==> src/rtl/bcd_pkg.sv <==
// Shared types and constants for the binary-to-BCD converter.
package bcd_pkg;

    localparam int BCD_DIGIT_W    = 4;
    localparam int BCD_ADJ_THRESH = 5;
    localparam int BCD_ADJ_ADD    = 3;

    typedef enum logic [1:0] {
        IDLE  = 2'd0,
        SHIFT = 2'd1,
        DONE  = 2'd2
    } bcd_state_e;

endpackage

==> src/rtl/bcd_converter_if.sv <==
// Request/result bundle between a requester (master) and bcd_converter (slave).
interface bcd_converter_if
    import bcd_pkg::*;
#(
    parameter int WIDTH  = 32,
    parameter int DIGITS = 10
) ();

    logic                          start;
    logic [WIDTH-1:0]              dado;
    logic                          busy;
    logic                          done;
    logic [DIGITS*BCD_DIGIT_W-1:0] bcd;
    logic                          neg;
    logic                          overflow;
    logic [DIGITS-1:0]             blank;

    modport master (
        output start, dado,
        input  busy, done, bcd, neg, overflow, blank
    );

    modport slave (
        input  start, dado,
        output busy, done, bcd, neg, overflow, blank
    );

endinterface

==> src/rtl/bcd_digit_adj.sv <==
// Double-dabble correction cell: adds 3 to a BCD digit that is 5 or more,
// so the following left shift carries correctly into the next digit.
module bcd_digit_adj
    import bcd_pkg::*;
(
    input  logic [BCD_DIGIT_W-1:0] digit_i,
    output logic [BCD_DIGIT_W-1:0] digit_o
);

    // Conditional add-3 on one digit.
    always_comb begin
        if (digit_i >= BCD_DIGIT_W'(BCD_ADJ_THRESH)) begin
            digit_o = digit_i + BCD_DIGIT_W'(BCD_ADJ_ADD);
        end else begin
            digit_o = digit_i;
        end
    end

endmodule

==> src/rtl/bcd_converter.sv <==
// Sequential binary-to-BCD converter (double dabble, one bit per cycle).
// Optional leading-zero blanking mask: define BCD_LEADING_ZERO_BLANK_EN.
// The done pulse arrives WIDTH+1 cycles after start is accepted; results
// are loaded on that same edge and held until the next done.
module bcd_converter
    import bcd_pkg::*;
#(
    parameter int WIDTH     = 32,
    parameter int DIGITS    = 10,
    parameter int SIGNED_IN = 1
) (
    input  logic           clock,
    input  logic           reset,
    bcd_converter_if.slave bus
);

    localparam int BCD_W = DIGITS * BCD_DIGIT_W;
    localparam int CNT_W = $clog2(WIDTH + 1);

    bcd_state_e       state_q, state_d;
    logic [CNT_W-1:0] cnt_q, cnt_d;
    logic [WIDTH-1:0] mag_q, mag_d;
    logic [BCD_W-1:0] work_q, work_d;
    logic             ovf_work_q, ovf_work_d;
    logic             neg_work_q, neg_work_d;
    logic             busy_q, busy_d;
    logic             done_q, done_d;
    logic [BCD_W-1:0] bcd_q, bcd_d;
    logic             neg_q, neg_d;
    logic             overflow_q, overflow_d;
    logic [DIGITS-1:0] blank_q, blank_d;

    logic [BCD_W-1:0]  adj_s;
    logic [WIDTH-1:0]  in_mag_s;
    logic              in_neg_s;
    logic [DIGITS-1:0] blank_s;

    genvar g;
    generate
        for (g = 0; g < DIGITS; g++) begin : g_adj
            bcd_digit_adj u_adj (
                .digit_i (work_q[g*BCD_DIGIT_W +: BCD_DIGIT_W]),
                .digit_o (adj_s[g*BCD_DIGIT_W +: BCD_DIGIT_W])
            );
        end
    endgenerate

    // Split the incoming value into sign and unsigned magnitude.
    always_comb begin
        in_neg_s = (SIGNED_IN != 0) && bus.dado[WIDTH-1];
        if (in_neg_s) begin
            in_mag_s = ~bus.dado + WIDTH'(1);
        end else begin
            in_mag_s = bus.dado;
        end
    end

`ifdef BCD_LEADING_ZERO_BLANK_EN
    // Blank a digit when it and all digits above it are zero; digit 0 always shows.
    always_comb begin
        logic upper_zero;
        blank_s    = '0;
        upper_zero = 1'b1;
        for (int i = DIGITS - 1; i >= 1; i--) begin
            upper_zero = upper_zero && (work_q[i*BCD_DIGIT_W +: BCD_DIGIT_W] == BCD_DIGIT_W'(0));
            blank_s[i] = upper_zero;
        end
    end
`else
    // Blanking disabled: mask is constant zero.
    always_comb begin
        blank_s = '0;
    end
`endif

    // Next-state, datapath and result-register logic.
    always_comb begin
        state_d    = state_q;
        cnt_d      = cnt_q;
        mag_d      = mag_q;
        work_d     = work_q;
        ovf_work_d = ovf_work_q;
        neg_work_d = neg_work_q;
        done_d     = 1'b0;
        bcd_d      = bcd_q;
        neg_d      = neg_q;
        overflow_d = overflow_q;
        blank_d    = blank_q;

        case (state_q)
            IDLE: begin
                if (bus.start) begin
                    state_d    = SHIFT;
                    mag_d      = in_mag_s;
                    neg_work_d = in_neg_s;
                    work_d     = '0;
                    ovf_work_d = 1'b0;
                    cnt_d      = CNT_W'(WIDTH);
                end else begin
                    state_d = IDLE;
                end
            end
            SHIFT: begin
                // Bit leaving the top digit means the value exceeds DIGITS digits.
                work_d     = {adj_s[BCD_W-2:0], mag_q[WIDTH-1]};
                ovf_work_d = ovf_work_q | adj_s[BCD_W-1];
                mag_d      = {mag_q[WIDTH-2:0], 1'b0};
                cnt_d      = cnt_q - CNT_W'(1);
                if (cnt_q == CNT_W'(1)) begin
                    state_d = DONE;
                end else begin
                    state_d = SHIFT;
                end
            end
            DONE: begin
                state_d    = IDLE;
                done_d     = 1'b1;
                bcd_d      = work_q;
                neg_d      = neg_work_q;
                overflow_d = ovf_work_q;
                blank_d    = blank_s;
            end
            default: begin
                state_d = IDLE;
            end
        endcase

        busy_d = (state_d != IDLE);
    end

    // State and output registers with synchronous reset.
    always_ff @(posedge clock) begin
        if (reset) begin
            state_q    <= IDLE;
            cnt_q      <= '0;
            mag_q      <= '0;
            work_q     <= '0;
            ovf_work_q <= 1'b0;
            neg_work_q <= 1'b0;
            busy_q     <= 1'b0;
            done_q     <= 1'b0;
            bcd_q      <= '0;
            neg_q      <= 1'b0;
            overflow_q <= 1'b0;
            blank_q    <= '0;
        end else begin
            state_q    <= state_d;
            cnt_q      <= cnt_d;
            mag_q      <= mag_d;
            work_q     <= work_d;
            ovf_work_q <= ovf_work_d;
            neg_work_q <= neg_work_d;
            busy_q     <= busy_d;
            done_q     <= done_d;
            bcd_q      <= bcd_d;
            neg_q      <= neg_d;
            overflow_q <= overflow_d;
            blank_q    <= blank_d;
        end
    end

    assign bus.busy     = busy_q;
    assign bus.done     = done_q;
    assign bus.bcd      = bcd_q;
    assign bus.neg      = neg_q;
    assign bus.overflow = overflow_q;
    assign bus.blank    = blank_q;

endmodule

==> src/flat_wrapper.sv <==
// flat-port wrapper written by rule: the top's interface ports become plain ports
module bcd_converter_flat import bcd_pkg::*;
#(
    parameter int WIDTH     = 32,
    parameter int DIGITS    = 10,
    parameter int SIGNED_IN = 1
)
  (clock, reset, bus_start, bus_dado, bus_busy, bus_done, bus_bcd, bus_neg, bus_overflow, bus_blank);
  bcd_converter_if #(.WIDTH(WIDTH), .DIGITS(DIGITS)) bus_i ();
  input  logic clock;
  input  logic reset;
  input wire logic [$bits(bus_i.start)-1:0] bus_start;
  input wire logic [$bits(bus_i.dado)-1:0] bus_dado;
  output wire logic [$bits(bus_i.busy)-1:0] bus_busy;
  output wire logic [$bits(bus_i.done)-1:0] bus_done;
  output wire logic [$bits(bus_i.bcd)-1:0] bus_bcd;
  output wire logic [$bits(bus_i.neg)-1:0] bus_neg;
  output wire logic [$bits(bus_i.overflow)-1:0] bus_overflow;
  output wire logic [$bits(bus_i.blank)-1:0] bus_blank;
  assign bus_i.start = bus_start;
  assign bus_i.dado = bus_dado;
  assign bus_busy = bus_i.busy;
  assign bus_done = bus_i.done;
  assign bus_bcd = bus_i.bcd;
  assign bus_neg = bus_i.neg;
  assign bus_overflow = bus_i.overflow;
  assign bus_blank = bus_i.blank;
  bcd_converter #(.WIDTH(WIDTH), .DIGITS(DIGITS), .SIGNED_IN(SIGNED_IN)) u_core (.clock(clock), .reset(reset), .bus(bus_i));
endmodule
==> config.mk <==
export PLATFORM = sky130hd
export DESIGN_NAME = bcd_converter_flat
export DESIGN_NICKNAME = d
export VERILOG_FILES = /design/src/rtl/bcd_pkg.sv /design/src/rtl/bcd_converter_if.sv /design/src/rtl/bcd_digit_adj.sv /design/src/rtl/bcd_converter.sv /design/src/flat_wrapper.sv
export SDC_FILE = /design/constraint.sdc
export NUM_CORES = 1
export LEC_CHECK = 0
export ABC_AREA = 0
export CAP_MARGIN = 20
export CORE_MARGIN = 2
export CORE_UTILIZATION = 40
export CTS_CLUSTER_DIAMETER = 120
export DETAILED_ROUTE_END_ITERATION = 10
export PLACE_DENSITY = 0.7
export SETUP_SLACK_MARGIN = 0.05
export SLEW_MARGIN = 10
export SYNTH_ARGS = -nofsm -noshare
export SYNTH_HDL_FRONTEND = slang
export SYNTH_SLANG_ARGS = --single-unit
==> constraint.sdc <==
create_clock -name clock -period 4.12 [get_ports clock]
set_clock_uncertainty 0.1 [all_clocks]
set_input_delay 0.824 -clock clock [delete_from_list [all_inputs] [get_ports clock]]
set_output_delay 0.824 -clock clock [all_outputs]
set_load 0.05 [all_outputs]
-- Word level (Yosys, flattened, before mapping)
Cells that the tools add are included.
- add/subtract/negate cells: 12
- multiply operators: 0
- divide/modulo/power cells: 0
- magnitude comparators: 10
- eq/ne operators: 4
- shift operators: 0
- mux-type cells: 23
- bitwise logic cells: 2
- reduce and logical (&&, ||, !) cells: 5
- operator list (cell ; number):
    case mux 40 bit (2 select lines) ; 1
    2-to-1 mux 32 bit ; 2
    case mux 32 bit (2 select lines) ; 1
    adder 4 x 2 -> 4 bit, second input constant ; 10
    greater-or-equal comparator 4 x 3 -> 1 bit, second input constant ; 10
    2-to-1 mux 4 bit ; 10
    2-to-1 mux 40 bit ; 1
    adder 32 x 1 -> 32 bit, second input constant ; 1
    NOT 32 bit ; 1
    case mux 6 bit (2 select lines) ; 1
    == test 6 x 1 -> 1 bit, second input constant ; 1
    2-to-1 mux 6 bit ; 1
    subtractor 6 x 1 -> 6 bit, second input constant ; 1
    case mux 2 bit (2 select lines) ; 1
    AND reduction 2 bit ; 2
    nonzero test 2 bit ; 2
    2-to-1 mux 1 bit ; 3
    == test 2 x 1 -> 1 bit, second input constant ; 1
    == test 2 bit, second input constant ; 1
    zero test 2 bit ; 1
    2-to-1 mux 2 bit ; 1
    != test 2 bit, second input constant ; 1
    case mux 1 bit (2 select lines) ; 1
    OR 1 bit ; 1
- register bits: 126
- latch bits: 0
- RAM bits: 0
- bits in read-only memories: 0
- bits of input ports: 35
- output and inout bits: 54
- logic and storage cells: 67
- memories: 0

-- Longest topological paths before layout
Gate-level depths: netlist (run 1).
- word-level depth: 5
- mapped depth: 7
- depth with buffers taken out: 7

-- Hierarchy
From an unflattened synthesis (run 1), not the netlist that was laid out.
- cells, all modules: 716
- area, all modules: 6088.3 sq um
- by module, submodules not included (module ; times used ; cells an instance ; area each (sq um) ; sequential area each (sq um)):
    bcd_converter ; 1 ; 556 ; 5074.9 ; 2522.4
    bcd_digit_adj ; 10 ; 16 ; 101.3 ; 0.0

-- Least setup slack after synthesis (run 1)
OpenSTA, ideal clock, no wires.
- path kind: input to register
- start point: input bus_dado[12]
- end point: register u_core.mag_q[18]
- library setup time: 0.134 ns
- arrival: 2.195 ns
- data required time: 3.886 ns
- path slack: 1.692 ns
- cell stages on the path: 5
- path buffers: 0
- path through: or4_4 -> or4_4 -> o31ai_4 -> xor2_1 -> o22ai_1
- cells in the longest elaborated chain, start to end: 5
- ends and longest elaborated chain (element ; RTL line ; RTL):
    start, declared ; flat_wrapper.sv:13 ; input wire logic [$bits(bus_i.dado)-1:0] bus_dado;
    NOT 32 bit ; bcd_converter.sv:52 ; in_mag_s = ~bus.dado + WIDTH'(1);
    adder 32 x 1 -> 32 bit ; bcd_converter.sv:52 ;
    2-to-1 mux 32 bit ; bcd_converter.sv:51 ; if (in_neg_s) begin
    2-to-1 mux 32 bit ; bcd_converter.sv:92 ; if (bus.start) begin
    case mux 32 bit (2 select lines) ; bcd_converter.sv:90 ; case (state_q)
    end signal, assigned ; bcd_converter.sv:149 ; mag_q <= mag_d;
    end, declared ; bcd_converter.sv:22 ; logic [WIDTH-1:0] mag_q, mag_d;
No other way between the ends. The select of a mux whose other input is x is not followed.
A chain may end at the register's enable or synchronous reset.

-- Worst setup path in the final report (run 1)
- start point: input bus_dado[6]
- end point: register u_core.mag_q[16]
Same word-level chain as after synthesis.

==> run_results.csv, run 1 <==
group,metric,value,unit
power,netSwitchingFraction,0.238,
layout,drive_gt1_frac,0.0660,
clock_tree,insertion_delay,410,ps
setup_path,critPathArrivalTime,3160,ps
layout,n_fill_cell,1421,
yosys,synth_seq_cells,126,
grt,track_usage,0.163,
timing,fmax,0.334,GHz
timing,final.period_utilization,0.727,
routing,first_iter_violations,332,
clock_tree,cts_setup_buffers,0,
worst_hold_path,hold_path_depth,2,
layout,postLayoutCellArea,7450,um2
power,comb_power_share,0.093,
setup_path,r2r_start,"u_core.state_q[0]$_SDFF_PP0_",
die,die_w,127,um
die,start_util,0.412,
clock_tree,clockBufferDepth,2,
yosys,synth_top_area_frac,0.418,
grt,grt_max_degree,75,
setup_path,rr_worst_depth,5,
yosys,synthCells,723,
status,outcome,"completed",
clock_tree,cts_tree,"yes",
run,maxCapViolCount,0,
routing,antenna_left,0,
routing,drc,0,
layout,multiInputGateArea,3220,um2
setup_path,cp_max_fo,11,
layout,seq_area,2520,um2
routing,num_vias,5131,
timing,hold_violations,0,
routing,routed_wirelength,12800,um
die,floorplan.rows,44,
place,hpwl,8170,um
power,ir_drop,0.320,mV
yosys,syn-cell-area,6030,um2
power,power.leakage,2.57,nW
yosys,synthDistinctLibCells,46,
yosys,ys_dominant_reg_cell,"dfxtp_1",
setup_path,critical_path_required,4280,ps
timing,rsz0062_at_grt,"no",
setup_path,timing.rr.end,"u_core.cnt_q[5]$_SDFFE_PP0P_",
layout,layout_commonest_cell,"dfxtp_1",
die,ios,89,
clock_tree,cts.clk_slew.worst_paths,60,ps
setup_path,critical_path_class,"in -> reg",
yosys,async_flop_share,0,
worst_hold_path,min_to,"u_core.bus.bcd[37]$_SDFFE_PP0P_",
power,p_int,2.21,mW
layout,synthToLayoutAreaGrowth,23.6,%
clock_tree,htree_levels,4,
clock_tree,clkSinkCount,126,
worst_hold_path,hold_start,"u_core.bus.bcd[37]$_SDFFE_PP0P_",
clock_tree,cts-hold-fix-buffers,0,
timing,setup-tns-final,0,ps
grt,grt_pass1_wl,21900,um
setup_path,cp-start-kind,"input pin",
clock_tree,cts-root-buf,"clkbuf_16",
setup_path,critPathCaptureType,"flip-flop",
timing,finalSetupViolCount,0,
yosys,synth.yosys.seq_area_share,0.418,
grt,grt_pass1_vias,4772,
power,seqPwrFrac,0.440,
power,switchingPower,693,uW
die,design.core.area,14600,um2
worst_hold_path,hp-class,"reg -> reg",
setup_path,r2r_setup_slack,1820,ps
grt,overflow,0,
yosys,synth_edf_count,0,
timing,fin_crit,2990,ps
grt,antenna_found_initial,0,
setup_path,cp_top_family,"simple AND/OR/NAND/NOR gates",
timing,max-slew-margin-rel,0.370,
yosys,synthTopCellsByArea,"dfxtp_1 (42%), nand2_1 (7.2%), a21oi_1 (5.7%)",
layout,final_util,0.509,
die,die-height,127,um
yosys,synth_top_area_cell,"dfxtp_1",
setup_path,path_buf_inv,1,
setup_path,crit_chain,"clkdlybuf4s50_1 > nor4_2 > nand4b_1 > o41ai_1 > xor2_1 > o22ai_1",
layout,antenna_cells,0,
yosys,syn_avg_cell_area,8.34,um2
routing,vias_per_cell,5.28,
clock_tree,cts_buffers,17,
power,powerDensity,390,nW/um2
layout,final_net_count,834,
power,power.total,2.91,mW
routing,wire_per_inst,13.1,um
setup_path,cp_slowest_stage_delay,630,ps
routing,drt-pass1-iter-count,7,
place,place_area,6900,um2
clock_tree,cts_resized,0,
timing,tightest_slew,944,ps
die,die_area,16100,um2
place,gp_congestion,0.781,
timing,finalMaxSlewViolations,0,
place,port_buffers,78,
layout,most-common-layout-cells,"dfxtp_1 (126), nand2_1 (116), clkdlybuf4s50_1 (77), a21oi_1 (69), nor2_1 (40)",
power,pwr-share-clk,0.467,
yosys,synth_warnings,0,
setup_path,cp_slowest_cell,"o41ai_1",
==> stage by stage <==
| step | instances | hold slack (ps) | setup WS (ps) |
|---|---|---|---|
| floorplan | 732 | 332 | 1690 |
| global placement | 941 | 343 | 798 |
| global route | 972 | 371 | 902 |
| finish | 972 | 350 | 1130 |
| detailed placement | 941 | 345 | 718 |
| CTS | 972 | 353 | 1140 |
==> state kept, by name, indices dropped and copies added (netlist names) <==
signal	cells
u_core.neg_work_q	1
u_core.bus.overflow	1
u_core.cnt_q	6
u_core.bus.busy	1
u_core.bus.neg	1
u_core.bus.bcd	40
u_core.mag_q	32
u_core.bus.done	1
u_core.state_q	2
u_core.work_q	40
u_core.ovf_work_q	1
==> routing by layer <==
metal | routed length [um] | part of all wire | track usage
met2 | 5970 | 0.47 | 0.274
met1 | 5960 | 0.47 | 0.205
met3 | 667 | 0.052 | 0.0460
met4 | 163 | 0.013 | 0.0440
met5 | 0 | 0 | 0
==> cell type report <==
cell class	count	share of cell area
Clock inverter	5	0.00403
Sequential cell	126	0.338
Inverter	24	0.0121
Timing Repair Buffer	85	0.113
Tap cell	184	0.0309
Clock buffer	26	0.0697
Multi-Input combinational cell	522	0.432
==> tightest hold or removal path, stage by stage, from the launching register on <==
cell and delay, ps:
dfxtp_1 300, nand2_1 50, a21oi_1 50
==> power by group through the flow <==
stage / logic (mW) / clock network (mW) / registers, mW
floorplan: 0.187 / 0 / 1.30
global placement: 0.268 / 0 / 1.30
detailed placement: 0.271 / 0 / 1.30
CTS: 0.272 / 1.38 / 1.28
global route: 0.300 / 1.44 / 1.28
finish: 0.271 / 1.36 / 1.28
==> cells by family (layout without fill, tap and decap cells) <==
kind of cell,count (synthesis),count (layout),synth area share
fa+ha+maj,23,23,0.0477
compound gates,218,218,0.237
simple gates,222,222,0.167
flops,126,126,0.418
xor+xnor,49,49,0.0711
other cells,1,10,0.000622
buf+inv,84,140,0.0587
==> synth_stat cells, types with 15 or more instances <==
cell type and instances:
o21ai_0 28, nand2_1 116, dfxtp_1 126, clkbuf_1 43, a22oi_1 38, inv_1 24
xnor2_1 22, xor2_1 27, a21oi_1 69, nand2b_1 15, o22ai_1 26, ha_1 23
nor2_1 40
==> worst max-delay path by stage <==
stage,from,end,slack (ps),cells past startpoint
after floorplan,bus_dado[12],u_core.mag_q[18]$_SDFFE_PP0P_,1690,5
after global placement,bus_dado[6],u_core.mag_q[24]$_SDFFE_PP0P_,800,6
after detailed placement,bus_dado[6],u_core.mag_q[24]$_SDFFE_PP0P_,720,6
after CTS,bus_dado[6],u_core.mag_q[24]$_SDFFE_PP0P_,1140,6
after global routing,bus_dado[6],u_core.mag_q[24]$_SDFFE_PP0P_,900,6
final,bus_dado[6],u_core.mag_q[16]$_SDFFE_PP0P_,1130,6
Note: power is estimated with default switching activity, not from simulation.
==> run 2: changes to the inputs <==
Settings changed: PLACE_DENSITY 0.7 to 0.72.
Clock period 4.12 ns to 2.7 ns, I/O delays scaled along.
==> run 2 against run 1 <==
Against the previous run: total power rose by 59%; cell area rose by 2.4%; wire length rose by 1.7%.
==> run_results.csv, run 2 (synthesized netlist as in run 1, its figures left out) <==
group,metric,value,unit
die,floorplan.rows,44,
layout,layout_commonest_cell,"dfxtp_1",
clock_tree,cts_buffers,17,
clock_tree,cts_resized,0,
setup_path,critPathArrivalTime,2460,ps
layout,drive_gt1_frac,0.0831,
grt,antenna_found_initial,0,
grt,grt_pass1_wl,22500,um
die,ios,89,
power,power.total,4.63,mW
setup_path,critPathCaptureType,"flip-flop",
layout,final_util,0.521,
power,power.leakage,2.67,nW
routing,drc,0,
power,p_int,3.58,mW
grt,track_usage,0.169,
routing,vias_per_cell,5.27,
timing,fmax,0.440,GHz
die,start_util,0.412,
clock_tree,cts_setup_buffers,0,
power,seqPwrFrac,0.421,
grt,overflow,0,
setup_path,cpMostUsedCell,"buf_4",
clock_tree,cts_tree,"yes",
die,die_area,16100,um2
grt,grt_max_degree,53,
clock_tree,cts-hold-fix-buffers,0,
timing,max-slew-margin-rel,0.641,
timing,holdWs,349,ps
power,pwr-share-clk,0.486,
grt,grt_pass1_vias,4912,
die,die-height,127,um
status,outcome,"completed",
worst_hold_path,hp-class,"reg -> reg",
timing,tightest_slew,537,ps
power,comb_power_share,0.093,
clock_tree,clockBufferDepth,2,
layout,final_net_count,851,
setup_path,critical_path_class,"in -> reg",
timing,rsz0062_at_grt,"no",
timing,finalSetupViolCount,0,
routing,drt-pass1-iter-count,5,
routing,antenna_left,0,
clock_tree,insertion_delay,420,ps
timing,hold_violations,0,
power,switchingPower,1.06,mW
routing,first_iter_violations,347,
layout,antenna_cells,0,
setup_path,cp_slowest_cell,"clkdlybuf4s50_1",
setup_path,cp-start-kind,"input pin",
power,powerDensity,607,nW/um2
place,port_buffers,78,
setup_path,critical_path_required,2890,ps
routing,wire_per_inst,13.1,um
clock_tree,clkSinkCount,126,
layout,most-common-layout-cells,"dfxtp_1 (126), nand2_1 (116), clkdlybuf4s50_1 (77), a21oi_1 (69), nor2_1 (40)",
power,ir_drop,0.508,mV
setup_path,crit_chain,"clkdlybuf4s50_1 > buf_4 > nor4_1 > buf_4 > nand3_2 > o41ai_2 > xor2_1 > o22ai_1",
setup_path,cp_top_family,"buffers and inverters",
timing,finalMaxSlewViolations,0,
routing,num_vias,5215,
clock_tree,cts-root-buf,"clkbuf_16",
clock_tree,cts.clk_slew.worst_paths,50,ps
clock_tree,htree_levels,4,
timing,final.period_utilization,0.843,
place,gp_congestion,0.786,
setup_path,cp_max_fo,9,
layout,synthToLayoutAreaGrowth,26.5,%
die,die_w,127,um
place,hpwl,8470,um
die,design.core.area,14600,um2
run,maxCapViolCount,0,
setup_path,path_buf_inv,3,
power,netSwitchingFraction,0.228,
timing,fin_crit,2270,ps
setup_path,cp_slowest_stage_delay,420,ps
routing,routed_wirelength,13000,um
==> run 2: changes by cell type in the layout (fill, tap and decap cells not counted), sizes merged <==
cell / previous run / this run
bufinv: 0 / 3
clkinv: 3 / 4
clkinvlp: 2 / 0
clkbuf: 26 / 25
buf: 8 / 25
==> run 2: area by class of cell <==
cell class / instances / area, um2
fill: 1405 / 7010
multi-input combinational: 522 / 3220
sequential: 126 / 2520
timing repair buffer: 102 / 983
clock buffer: 25 / 475
tap: 184 / 230
clock inverter: 7 / 110
inverter: 24 / 90.1
==> run 2: stage by stage <==
stage | cell area (um2) | setup WS (ps) | TNS (ps) | std cells
finish | 7630 | 425 | 0 | 990
global route | 7630 | 305 | 0 | 990
CTS | 7630 | 432 | 0 | 990
detailed placement | 7040 | -5.36 | -5.36 | 958
global placement | 7040 | -28.5 | -28.5 | 958
floorplan | 6070 | 556 | 0 | 732
==> run 2: routing by layer <==
layer | wire length [um] | vias to the layer above | track usage
met3 | 627 | 12 | 0.0557
met2 | 5950 | 108 | 0.262
met4 | 163 | 0 | 0.0582
li1 | - | 2678 | -
met1 | 6240 | 2417 | 0.221
met5 | 0 | - | 0
==> run 2: final timing paths <==
path	end	cells past startpoint	start	slack, ps
worst max register to register	u_core.cnt_q[4]$_SDFFE_PP0P_	6	u_core.state_q[0]$_SDFF_PP0_	860
worst min-delay path	u_core.bus.bcd[26]$_SDFFE_PP0P_	2	u_core.bus.bcd[26]$_SDFFE_PP0P_	350
worst max-delay path	u_core.mag_q[29]$_SDFFE_PP0P_	8	bus_dado[12]	430
worst min register to register	u_core.bus.bcd[26]$_SDFFE_PP0P_	2	u_core.bus.bcd[26]$_SDFFE_PP0P_	350
==> run 2: power groups by stage <==
stage | clock network [mW] | registers, mW | logic (mW)
3_5_place_dp | 0 | 1.99 | 0.432
4_1_cts | 2.31 | 1.95 | 0.434
5_1_grt | 2.39 | 1.96 | 0.480
6_report | 2.25 | 1.95 | 0.432
2_1_floorplan | 0 | 1.98 | 0.285
3_3_place_gp | 0 | 1.99 | 0.428
==> run 2: worst min-delay path, stage by stage (launching register included) <==
cell	delay, ps
dfxtp_1	300
nand2_1	50
a21oi_1	50
==> run 3: changes to the inputs <==
Settings changed: PLACE_DENSITY 0.72 to 0.7.
Clock period 2.7 ns to 2.16 ns, I/O delays scaled along.
==> run 3 against run 2 <==
Against the previous run: core utilization is 2.9 points higher; critical path depth fell by 7; first-iteration DRC count increased by 1.4%; sequential power is 25% higher; largest power group unchanged; largest cell class unchanged; clock power grew 29%.
==> run_results.csv, run 3 (synthesized netlist as in run 1, its figures left out) <==
group,metric,value,unit
timing,final.period_utilization,0.963,
setup_path,rr_worst_depth,5,
routing,drt-pass1-iter-count,5,
worst_hold_path,hold_path_depth,2,
run,maxCapViolCount,0,
power,comb_power_share,0.100,
setup_path,cp_top_family,"buffers and inverters",
timing,fin_crit,2080,ps
worst_hold_path,min_to,"u_core.work_q[3]$_SDFFE_PP0P_",
timing,max-slew-margin-rel,0.655,
grt,grt_pass1_vias,4996,
setup_path,cp_max_fo,2,
power,pwr-share-clk,0.489,
routing,num_vias,5338,
die,start_util,0.412,
power,ir_drop,0.597,mV
status,outcome,"completed",
die,design.core.area,14600,um2
clock_tree,cts_tree,"yes",
place,hpwl,8800,um
clock_tree,clockBufferDepth,2,
power,netSwitchingFraction,0.244,
clock_tree,insertion_delay,410,ps
grt,antenna_found_initial,0,
routing,wire_per_inst,13.1,um
power,seqPwrFrac,0.411,
clock_tree,cts-root-buf,"clkbuf_16",
clock_tree,cts.clk_slew.worst_paths,60,ps
setup_path,critical_path_class,"reg -> out",
grt,overflow,0,
die,die-height,127,um
setup_path,cp_slowest_stage_delay,800,ps
layout,finalNonFillerCells,1020,
setup_path,r2r_start,"u_core.state_q[0]$_SDFF_PP0_",
routing,antenna_left,0,
routing,drc,0,
clock_tree,clkSinkCount,126,
setup_path,cp-start-kind,"flip-flop",
layout,layout_commonest_cell,"dfxtp_1",
setup_path,timing.rr.end,"u_core.cnt_q[5]$_SDFFE_PP0P_",
timing,fmax,0.481,GHz
grt,grt_pass1_wl,23000,um
timing,tightest_slew,517,ps
die,ios,89,
place,place_area,7290,um2
worst_hold_path,hp-class,"in -> reg",
place,port_buffers,78,
layout,most-common-layout-cells,"dfxtp_1 (126), nand2_1 (116), a21oi_1 (69), buf_4 (51), clkdlybuf4s50_1 (41)",
timing,rsz0062_at_grt,"no",
clock_tree,cts_setup_buffers,0,
setup_path,critPathCaptureType,"primary output",
layout,drive_gt1_frac,0.128,
timing,hold_violations,0,
routing,first_iter_violations,352,
clock_tree,htree_levels,4,
timing,finalSetupViolCount,0,
setup_path,cp_slowest_cell,"clkdlybuf4s50_1",
die,die_w,127,um
setup_path,crit_chain,"clkdlybuf4s50_1",
die,floorplan.rows,44,
place,place_inst,988,
timing,finalMaxSlewViolations,0,
die,die_area,16100,um2
power,powerDensity,736,nW/um2
timing,holdWs,175,ps
timing,setup-tns-final,0,ps
layout,antenna_cells,0,
layout,postLayoutCellArea,8050,um2
clock_tree,cts_buffers,17,
grt,track_usage,0.173,
layout,final_util,0.550,
setup_path,path_buf_inv,1,
routing,vias_per_cell,5.23,
power,switchingPower,1.45,mW
worst_hold_path,hold_start,"reset",
place,gp_congestion,0.766,
routing,routed_wirelength,13400,um
power,power.leakage,3.46,nW
grt,grt_max_degree,50,
layout,final_net_count,881,
setup_path,critPathArrivalTime,1550,ps
layout,synthToLayoutAreaGrowth,33.4,%
setup_path,r2r_setup_slack,370,ps
power,p_int,4.48,mW
setup_path,critical_path_required,1630,ps
## run 3: repair_timing
item                                   CTS  global route
setup endpoints to repair                6            43
endpoints found under the hold margin    0             0
pin swaps                                2             5
hold buffers                             0             0
gates resized for setup                  3            41
## run 3: layout make-up
| type | instances | area (um2) |
|---|---|---|
| Fill cell | 1315 | 6600 |
| Multi-Input combinational cell | 522 | 3280 |
| Sequential cell | 126 | 2520 |
| Timing Repair Buffer | 132 | 1310 |
| Clock buffer | 18 | 439 |
| Tap cell | 184 | 230 |
| Clock inverter | 14 | 169 |
| Inverter | 24 | 90.1 |
## run 3: worst max path at each step
stage | startpoint | end | slack [ps] | cells after the start
after global placement | bus_dado[12] | u_core.mag_q[29]$_SDFFE_PP0P_ | -370 | 8
after detailed placement | bus_dado[12] | u_core.mag_q[29]$_SDFFE_PP0P_ | -430 | 8
after global routing | bus_dado[16] | u_core.mag_q[20]$_SDFFE_PP0P_ | 20 | 8
final | u_core.bus.bcd[21]$_SDFFE_PP0P_ | bus_bcd[21] | 80 | 1
after CTS | bus_dado[12] | u_core.mag_q[29]$_SDFFE_PP0P_ | 30 | 8
after floorplan | bus_dado[12] | u_core.mag_q[18]$_SDFFE_PP0P_ | 120 | 5
## run 3: power by group through the flow
stage | sequential [mW] | clock (mW) | combinational [mW]
floorplan | 2.48 | 0 | 0.357
global placement | 2.48 | 0 | 0.579
detailed placement | 2.48 | 0 | 0.583
CTS | 2.44 | 2.94 | 0.584
global route | 2.44 | 3.05 | 0.654
finish | 2.44 | 2.90 | 0.590
## run 3: layer usage
layer | up-vias | routed length, um | part of all wire | track usage
met5 | - | 0 | 0 | 0
met4 | 0 | 233 | 0.017 | 0.0608
met3 | 19 | 558 | 0.042 | 0.0413
met2 | 113 | 6190 | 0.46 | 0.287
met1 | 2462 | 6410 | 0.48 | 0.220
li1 | 2744 | - | - | -
## run 3: stage by stage
stage                     power (mW)  worst slack, ps
after CTS                       5.96             32.0
after global routing            6.15             23.4
after detailed placement        3.07             -429
after global placement          3.06             -370
after floorplan                 2.83              124
final                           5.93             80.9
==> edit: new RTL, settings of run 1 <==
`DIGITS` is set to 10 in 3 places; all go to 9.
--- a/src/rtl/bcd_converter_if.sv
+++ b/src/rtl/bcd_converter_if.sv
@@ -3,7 +3,7 @@
     import bcd_pkg::*;
 #(
     parameter int WIDTH  = 32,
-    parameter int DIGITS = 10
+    parameter int DIGITS = 9
 ) ();
 
     logic                          start;
--- a/src/rtl/bcd_converter.sv
+++ b/src/rtl/bcd_converter.sv
@@ -6,7 +6,7 @@
     import bcd_pkg::*;
 #(
     parameter int WIDTH     = 32,
-    parameter int DIGITS    = 10,
+    parameter int DIGITS    = 9,
     parameter int SIGNED_IN = 1
 ) (
     input  logic           clock,
--- a/src/flat_wrapper.sv
+++ b/src/flat_wrapper.sv
@@ -2,7 +2,7 @@
 module bcd_converter_flat import bcd_pkg::*;
 #(
     parameter int WIDTH     = 32,
-    parameter int DIGITS    = 10,
+    parameter int DIGITS    = 9,
     parameter int SIGNED_IN = 1
 )
   (clock, reset, bus_start, bus_dado, bus_busy, bus_done, bus_bcd, bus_neg, bus_overflow, bus_blank);
Ports: changed (resized bus_bcd and bus_blank); port bits go from 89 to 84. No check against the original RTL was run, so the function may have changed too.
==> edit against run 1 <==
- register-to-register slack got worse by 0.10 ns
- power rose by 11%
- routed wire length up 9.1%
- worst setup slack gained 0.050 ns
- sequential cell count shrank 8
- final area down 2.1%
- die area down 4.4%
- largest cell class unchanged
- area after synthesis down 4.5%
==> edit: results (changes against run 1) <==
----------------------------------------------------
[Run status]
  Result of the run ... finished clean

[Timing]
  Slack of the critical path ... 1.18 ns (+0.0498 ns)
  Final hold slack ... 0.351 ns (+0.00151 ns)

[Placed design]
  DP Area ... 6620 um^2 (-4.1%)
  RD Place Congestion ... 0.820 (+4.9%)
  Number of placed instances, taps included ... 904 (-3.9%)

[Worst hold path]
  Worst Hold Endpoint ... u_core.bus.bcd[18]$_SDFFE_PP0P_
  Hold wc startpoint ... u_core.bus.bcd[18]$_SDFFE_PP0P_

[Power]
  Lkg Pwr ... 2.58 nW (+0.42%)
  Share of power burned in registers ... 38.1% (-5.9 points)
  Gate power share ... 10.1% (+0.8 points)
  Switching portion of total power ... 23.1% (-0.77 points)

[Setup path]
  Critical Path Source ... bus_dado[12]
  Data arrival time of the critical path ... 3.20 ns (+0.04 ns)
  Worst reg-to-reg setup slack ... 1.72 ns (-0.10 ns)
  Delay of the slowest cell on the worst path ... 0.59 ns (-0.04 ns)
  Maximum fanout count along the critical path ... 13 (+2)

[Synthesis]
  Gate count of the mapped netlist ... 681 (-5.8%)
  Fraction of the yosys area taken by sequential cells ... 41.0% (-0.80 points)

[Global routing]
  Pin count of the biggest net entering global routing ... 45 (-40%)
  Total Routing Usage GR ... 18.8% (+2.5 points)
  Wire length of the first global-routing pass ... 23.0 mm (+5.3%)
  Number of global-route vias before repair ... 5,062 (+6.1%)

[Layout]
  Layout cells sized above 1 ... 8.61% (+2.0 points)

[Drt]
  Iteration-0 DRC Markers ... 342 (+3.0%)

----------------------------------------------------
==> edit: logic make-up (layout without fill, tap and decap cells) <==
kind of cell / Yosys count / in the layout / synth area share (%)
mux: 6 / 6 / 1.06
fa+ha+maj: 21 / 21 / 4.56
xor+xnor: 41 / 41 / 6.23
other cells: 1 / 9 / 0.0651
simple gates: 215 / 215 / 17.5
flops: 118 / 118 / 41.0
buf+inv: 77 / 143 / 5.76
compound gates: 202 / 202 / 23.8
==> edit: cell type report <==
cell class	count	area, um^2	share of cell area (%)
clock buffers	24	512	7.01
clock inverters	7	164	2.25
inverters	26	97.6	1.34
multi-input cells	494	3110	42.6
flip-flops and latches	118	2360	32.4
well taps	180	225	3.09
repair buffers	86	826	11.3
==> edit: layer usage <==
layer,GRT usage (%),wire length (um)
met5,0,0
met4,8.64,179
met3,4.49,668
met2,31.4,6700
met1,22.8,6370
==> edit: tightest hold or removal path: stages (launching register included) <==
cell     delay, ns
dfxtp_1       0.30
nand2_1       0.05
a21oi_1       0.05
